**config.mk**
```make
export PLATFORM = sky130hd
export DESIGN_NAME = intr_arbiter
export DESIGN_NICKNAME = d
export VERILOG_FILES = /design/src/rtl/intr_pkg.sv /design/src/rtl/intr_arbiter_rr_pick.sv /design/src/rtl/intr_arbiter.sv
export SDC_FILE = /design/constraint.sdc
export NUM_CORES = 1
export LEC_CHECK = 0
export CAP_MARGIN = 20
export CORE_MARGIN = 1.5
export CORE_UTILIZATION = 53
export CTS_CLUSTER_SIZE = 14
export DETAILED_ROUTE_END_ITERATION = 8
export PLACE_DENSITY = 0.79
export SETUP_SLACK_MARGIN = 0.05
export SYNTH_ARGS = -nofsm -noshare
export SYNTH_HDL_FRONTEND = slang
export SYNTH_HIERARCHICAL = 1
export SYNTH_SLANG_ARGS = --single-unit
```
**constraint.sdc**
```tcl
create_clock -name clock -period 2.6 [get_ports clock]
set_input_delay 0.52 -clock clock [delete_from_list [all_inputs] [get_ports clock]]
set_output_delay 0.52 -clock clock [all_outputs]
set_load 0.005 [all_outputs]
```
**src/rtl/intr_pkg.sv**
```systemverilog
// Shared encodings and reset values for the interrupt arbiter slice.
// Pure declarations: no latency, no flow control.
package intr_pkg;

    typedef enum logic [1:0] {
        S_IDLE = 2'b00,
        S_HOLD = 2'b01,
        S_DROP = 2'b10,
        S_ACK  = 2'b11
    } state_t;

    localparam state_t RST_STATE    = S_IDLE;
    localparam logic   RST_EQL      = 1'b0;
    localparam logic   RST_CONT_EQL = 1'b1;
    localparam logic   RST_TIMEOUT  = 1'b0;

endpackage

```
**src/rtl/intr_arbiter_rr_pick.sv**
```systemverilog
// Round-robin select: first set req bit at or after ptr, wrapping modulo NREQ.
// Purely combinational (zero latency); valid low when no request is pending.
module rr_pick #(
    parameter int NREQ  = 4,
    parameter int PTR_W = 2
) (
    input  logic [NREQ-1:0]  req,
    input  logic [PTR_W-1:0] ptr,
    output logic [PTR_W-1:0] gid,
    output logic             valid
);

    // Scan from the farthest offset down so the nearest request overwrites.
    always_comb begin
        gid   = '0;
        valid = |req;
        for (int k = NREQ - 1; k >= 0; k--) begin
            if (req[(int'(ptr) + k) % NREQ]) begin
                gid = PTR_W'((int'(ptr) + k) % NREQ);
            end
        end
    end

endmodule

```
**src/rtl/intr_arbiter.sv**
```systemverilog
// Round-robin front end sharing one interrupt handler between NREQ requesters.
// Service is hold_len+3 cycles minimum; new requests wait until the handler is idle again.
module intr_arbiter
    import intr_pkg::*;
#(
    parameter int NREQ  = 4,
    parameter int CNT_W = 4
) (
    input  logic             clock,
    input  logic             reset,
    input  logic [NREQ-1:0]  req,
    input  logic [CNT_W-1:0] hold_len,
    input  logic             ackout,
    input  logic             enable_count,
    output logic             eql,
    output logic             cont_eql,
    output logic [NREQ-1:0]  grant,
    output logic [NREQ-1:0]  ack,
    output logic             timeout,
    output logic [CNT_W-1:0] busy_cnt
);

    localparam int               PTR_W   = (NREQ > 2) ? $clog2(NREQ) : 1;
    localparam logic [CNT_W-1:0] CNT_MAX = {CNT_W{1'b1}};

    state_t           state, state_n;
    logic             eql_n, cont_eql_n, timeout_n;
    logic             tmo_hit, tmo_hit_n;
    logic [NREQ-1:0]  grant_n, ack_n;
    logic [CNT_W-1:0] busy_cnt_n;
    logic [CNT_W-1:0] hold_cnt, hold_cnt_n, hold_last;
    logic [CNT_W-1:0] tmo_cnt, tmo_cnt_n, tmo_inc;
    logic [PTR_W-1:0] ptr, ptr_n, gid, gid_n, gid_inc;
    logic [PTR_W-1:0] pick_gid;
    logic             pick_vld;

    rr_pick #(
        .NREQ  (NREQ),
        .PTR_W (PTR_W)
    ) u_pick (
        .req   (req),
        .ptr   (ptr),
        .gid   (pick_gid),
        .valid (pick_vld)
    );

    // A zero hold length behaves as one cycle of eql.
    assign hold_last = (hold_len == '0) ? '0 : hold_len - CNT_W'(1);
    assign tmo_inc   = tmo_cnt + CNT_W'(1);
    assign gid_inc   = (int'(gid) == NREQ - 1) ? '0 : gid + PTR_W'(1);

    always_comb begin
        state_n    = state;
        eql_n      = eql;
        cont_eql_n = cont_eql;
        grant_n    = grant;
        ack_n      = '0;
        timeout_n  = 1'b0;
        ptr_n      = ptr;
        gid_n      = gid;
        hold_cnt_n = hold_cnt;
        tmo_cnt_n  = tmo_cnt;
        tmo_hit_n  = tmo_hit;

        case (state)
            S_IDLE: begin
                if (pick_vld) begin
                    gid_n      = pick_gid;
                    grant_n    = NREQ'(1) << pick_gid;
                    eql_n      = 1'b1;
                    hold_cnt_n = '0;
                    state_n    = S_HOLD;
                end
            end
            S_HOLD: begin
                if (hold_cnt == hold_last) begin
                    eql_n      = 1'b0;
                    cont_eql_n = 1'b0;
                    tmo_cnt_n  = '0;
                    tmo_hit_n  = 1'b0;
                    state_n    = S_DROP;
                end else begin
                    hold_cnt_n = hold_cnt + CNT_W'(1);
                end
            end
            S_DROP: begin
                if (ackout) begin
                    cont_eql_n = 1'b1;
                    state_n    = S_ACK;
                end else begin
                    tmo_cnt_n = tmo_inc;
                    if (tmo_inc == CNT_MAX) begin
                        cont_eql_n = 1'b1;
                        timeout_n  = 1'b1;
                        tmo_hit_n  = 1'b1;
                        state_n    = S_ACK;
                    end
                end
            end
            S_ACK: begin
                // The pointer advances past the owner even when the handler timed out.
                if (!tmo_hit) begin
                    ack_n = grant;
                end
                grant_n = '0;
                ptr_n   = gid_inc;
                state_n = S_IDLE;
            end
            default: begin
                state_n    = RST_STATE;
                eql_n      = RST_EQL;
                cont_eql_n = RST_CONT_EQL;
                grant_n    = '0;
                ptr_n      = '0;
                gid_n      = '0;
                hold_cnt_n = '0;
                tmo_cnt_n  = '0;
                tmo_hit_n  = 1'b0;
            end
        endcase
    end

    always_comb begin
        busy_cnt_n = busy_cnt;
        if (state == S_ACK) begin
            busy_cnt_n = '0;
        end else if (|grant && enable_count && busy_cnt != CNT_MAX) begin
            busy_cnt_n = busy_cnt + CNT_W'(1);
        end
    end

    always_ff @(posedge clock) begin
        if (!reset) begin
            state    <= RST_STATE;
            eql      <= RST_EQL;
            cont_eql <= RST_CONT_EQL;
            grant    <= '0;
            ack      <= '0;
            timeout  <= RST_TIMEOUT;
            busy_cnt <= '0;
            ptr      <= '0;
            gid      <= '0;
            hold_cnt <= '0;
            tmo_cnt  <= '0;
            tmo_hit  <= 1'b0;
        end else begin
            state    <= state_n;
            eql      <= eql_n;
            cont_eql <= cont_eql_n;
            grant    <= grant_n;
            ack      <= ack_n;
            timeout  <= timeout_n;
            busy_cnt <= busy_cnt_n;
            ptr      <= ptr_n;
            gid      <= gid_n;
            hold_cnt <= hold_cnt_n;
            tmo_cnt  <= tmo_cnt_n;
            tmo_hit  <= tmo_hit_n;
        end
    end

endmodule

```
==> out/results.ini <==
[run_status]
status=complete, no violations

[timing]
fin_worst_skew_ps=9.095
max_freq_ghz=0.4096
drv_slew=0
tns_ps=0
slew_headroom=0.6053
setup_ws_ps=158.4
period_share=0.9391
worst_slew_pin_slew_ps=592.1
setup_viol=0
fin_crit_ps=2442
hold_viol=0
hold_slack_ps=467.6
rsz0062_at_grt=no

[critical_path]
critical_path.startpoint_type=primary input
required_ps=2870
r2r-end=state[1]
r2r_slack_ps=470
worstReg2RegStart=hold_cnt[0]
critical_path.max_fanout=7
rr_worst_depth=7
end_kind=register
worstPathArrival_ps=2710
critPathKind=in2reg

[place]
dp.cells=281
port_buffers=26
gp_congestion=0.8688
hpwlAfterDp_um=2972
place_worst_setup_slack_ps=-156.9

[floorplanning]
start_util=0.5625
die_w_um=60.39
die_area_um2=3646
rows=20
ios=27
core_um2=3103
die_h_um=60.39

[power_and_ir_drop]
cellLeakagePower_uw=0.0008173
ir_worst_vdd_mv=0.4897
power_uw=1583
power_density_nw_per_um2=730.4

[synthesis]
netlist_area_um2=1745
async_flop_share=0
synth_top_area_cell=dfxtp_1
syn-instance-count=208
yosysUniqueCellTypes=50
syn_nets=229
yosysSeqAreaShare=0.3441
ys_warn_count=6
synth-main-ff-cell=dfxtp_1
synth.avg_cell_area_um2=8.391
yosys-top-cells-area=dfxtp_1 (34%), ha_1 (6.5%), mux2i_1 (5.2%)
synth-seq-cells=30
synth_top_area_frac=0.3441
synth_enable_flop_cells=0

[route]
drtPass1Iterations=5
dr.first_iter.drc_count=81
wl_per_cell_um=13.65
drt-total-wl_um=3944
antenna_left=0
drcViolationCount=0
vias=1627
viasPerCell=5.630

[flow_run]
cap_violations=0

[global_route]
grt_usage=0.2389
grt_pass1_vias=1525
grt_max_degree=16
grt_first_pass_wirelength_um=6479
grt.busiest_layer=met2
antenna_found_initial=0
use_met3=0.06397
grt.met1_usage=0.2916
grt_overflow_total=0
use_met2=0.3960

[clocking]
path_clk_slew_ps=90
cts_tree=yes
h-tree-depth=2
worstSkewPairLatency_ps=340
cts.sinks=30
cts_setup_buffers=0
cts.path.max_buffers=2
cts_resized=0
cts_buffers=5
hold_buffers=0
root_buffer=clkbuf_4

[hold_path]
min_path_type=reg2reg
min_from=gid[1]
holdPathEnd=gid[1]
hold_path_depth=2

[cells_and_area]
n_antenna_cell=0
instances_no_fill=289
fillers=273
drive_gt1_frac=0.1061
finish.net_count=265
areaGrowthSynthToFinish_pct=24.16

## registers in the layout, indices dropped and copies added (netlist names)
name / flops
ack: 4
busy_cnt: 4
grant: 4
hold_cnt: 4
tmo_cnt: 4
gid: 2
ptr: 2
state: 2
cont_eql: 1
eql: 1
timeout: 1
tmo_hit: 1
## worst max-delay path by stage
stage	slack (ps)	endpoint	cells past startpoint	startpoint
global placement	-50	state[1]	8	hold_len[2]
floorplan	510	state[1]	7	hold_len[2]
global route	80	state[1]	8	hold_len[0]
CTS	180	state[1]	8	hold_len[2]
finish	160	state[1]	8	hold_len[2]
detailed placement	-160	state[1]	8	hold_len[2]
## worst max-delay path: stages
cell             delay, ps
clkdlybuf4s50_1        520
nand2b_1               170
o21ai_1                 90
a221o_1                370
or4_1                  390
buf_4                  180
a211oi_4               270
mux2i_1                200
## placed cells by master (no fill, tap or decap), drive strengths merged, types with 5 or more instances in the layout
cell            n
a21oi          16
and2            6
buf            11
clkbuf          8
clkdlybuf4s50  26
dfxtp          30
ha              9
inv             5
mux2i           9
nand2          21
nand2b         11
nand3           6
nor2           22
o21ai           9
## synth_stat cells, types with 3 or more instances
cell,n
or3_1,4
nand2b_1,11
nand3_1,6
o21ai_0,7
xor2_1,3
nor2_1,22
and2_1,6
nand2_1,21
nor4_1,4
nor2b_1,3
clkbuf_1,3
mux2i_1,9
inv_1,5
a21oi_1,15
dfxtp_1,30
ha_1,9
nand4_1,4
## metal layers
| metal | vias up | wire length (µm) |
|---|---|---|
| li1 | 820 | - |
| met1 | 753 | 1773 |
| met2 | 44 | 1902 |
| met3 | 10 | 180 |
| met4 | 0 | 87 |
| met5 | - | 0 |
## cell type report
type | instances | area [µm²] | area share
Inverter | 6 | 22.52 | 0.01039
Multi-Input combinational cell | 164 | 1067 | 0.4925
Clock buffer | 8 | 78.83 | 0.03637
Sequential cell | 30 | 600.6 | 0.2771
Tap cell | 44 | 55.05 | 0.02540
Timing Repair Buffer | 37 | 342.8 | 0.1582
## metrics by stage
stage	util	instance area (µm²)
after CTS	0.6984	2167
after floorplan	-	1745
after global placement	0.6730	2088
final	0.6984	2167
after global routing	0.6984	2167
after detailed placement	0.6730	2088
## report_power, final
group	switching [µW]	internal [µW]
clock	167	185
combinational	364	283
sequential	66.1	517
total	597	985
## cell families (layout without fill, tap and decap cells)
kind of cell,Yosys count,count (layout),share of synthesized area
flops,30,30,0.3441
xor+xnor,5,5,0.02509
buf+inv,14,51,0.04444
compound gates,46,46,0.1871
simple gates,95,95,0.2832
mux,9,9,0.05161
fa+ha+maj,9,9,0.06452
Power figures use the tool's default switching activity.
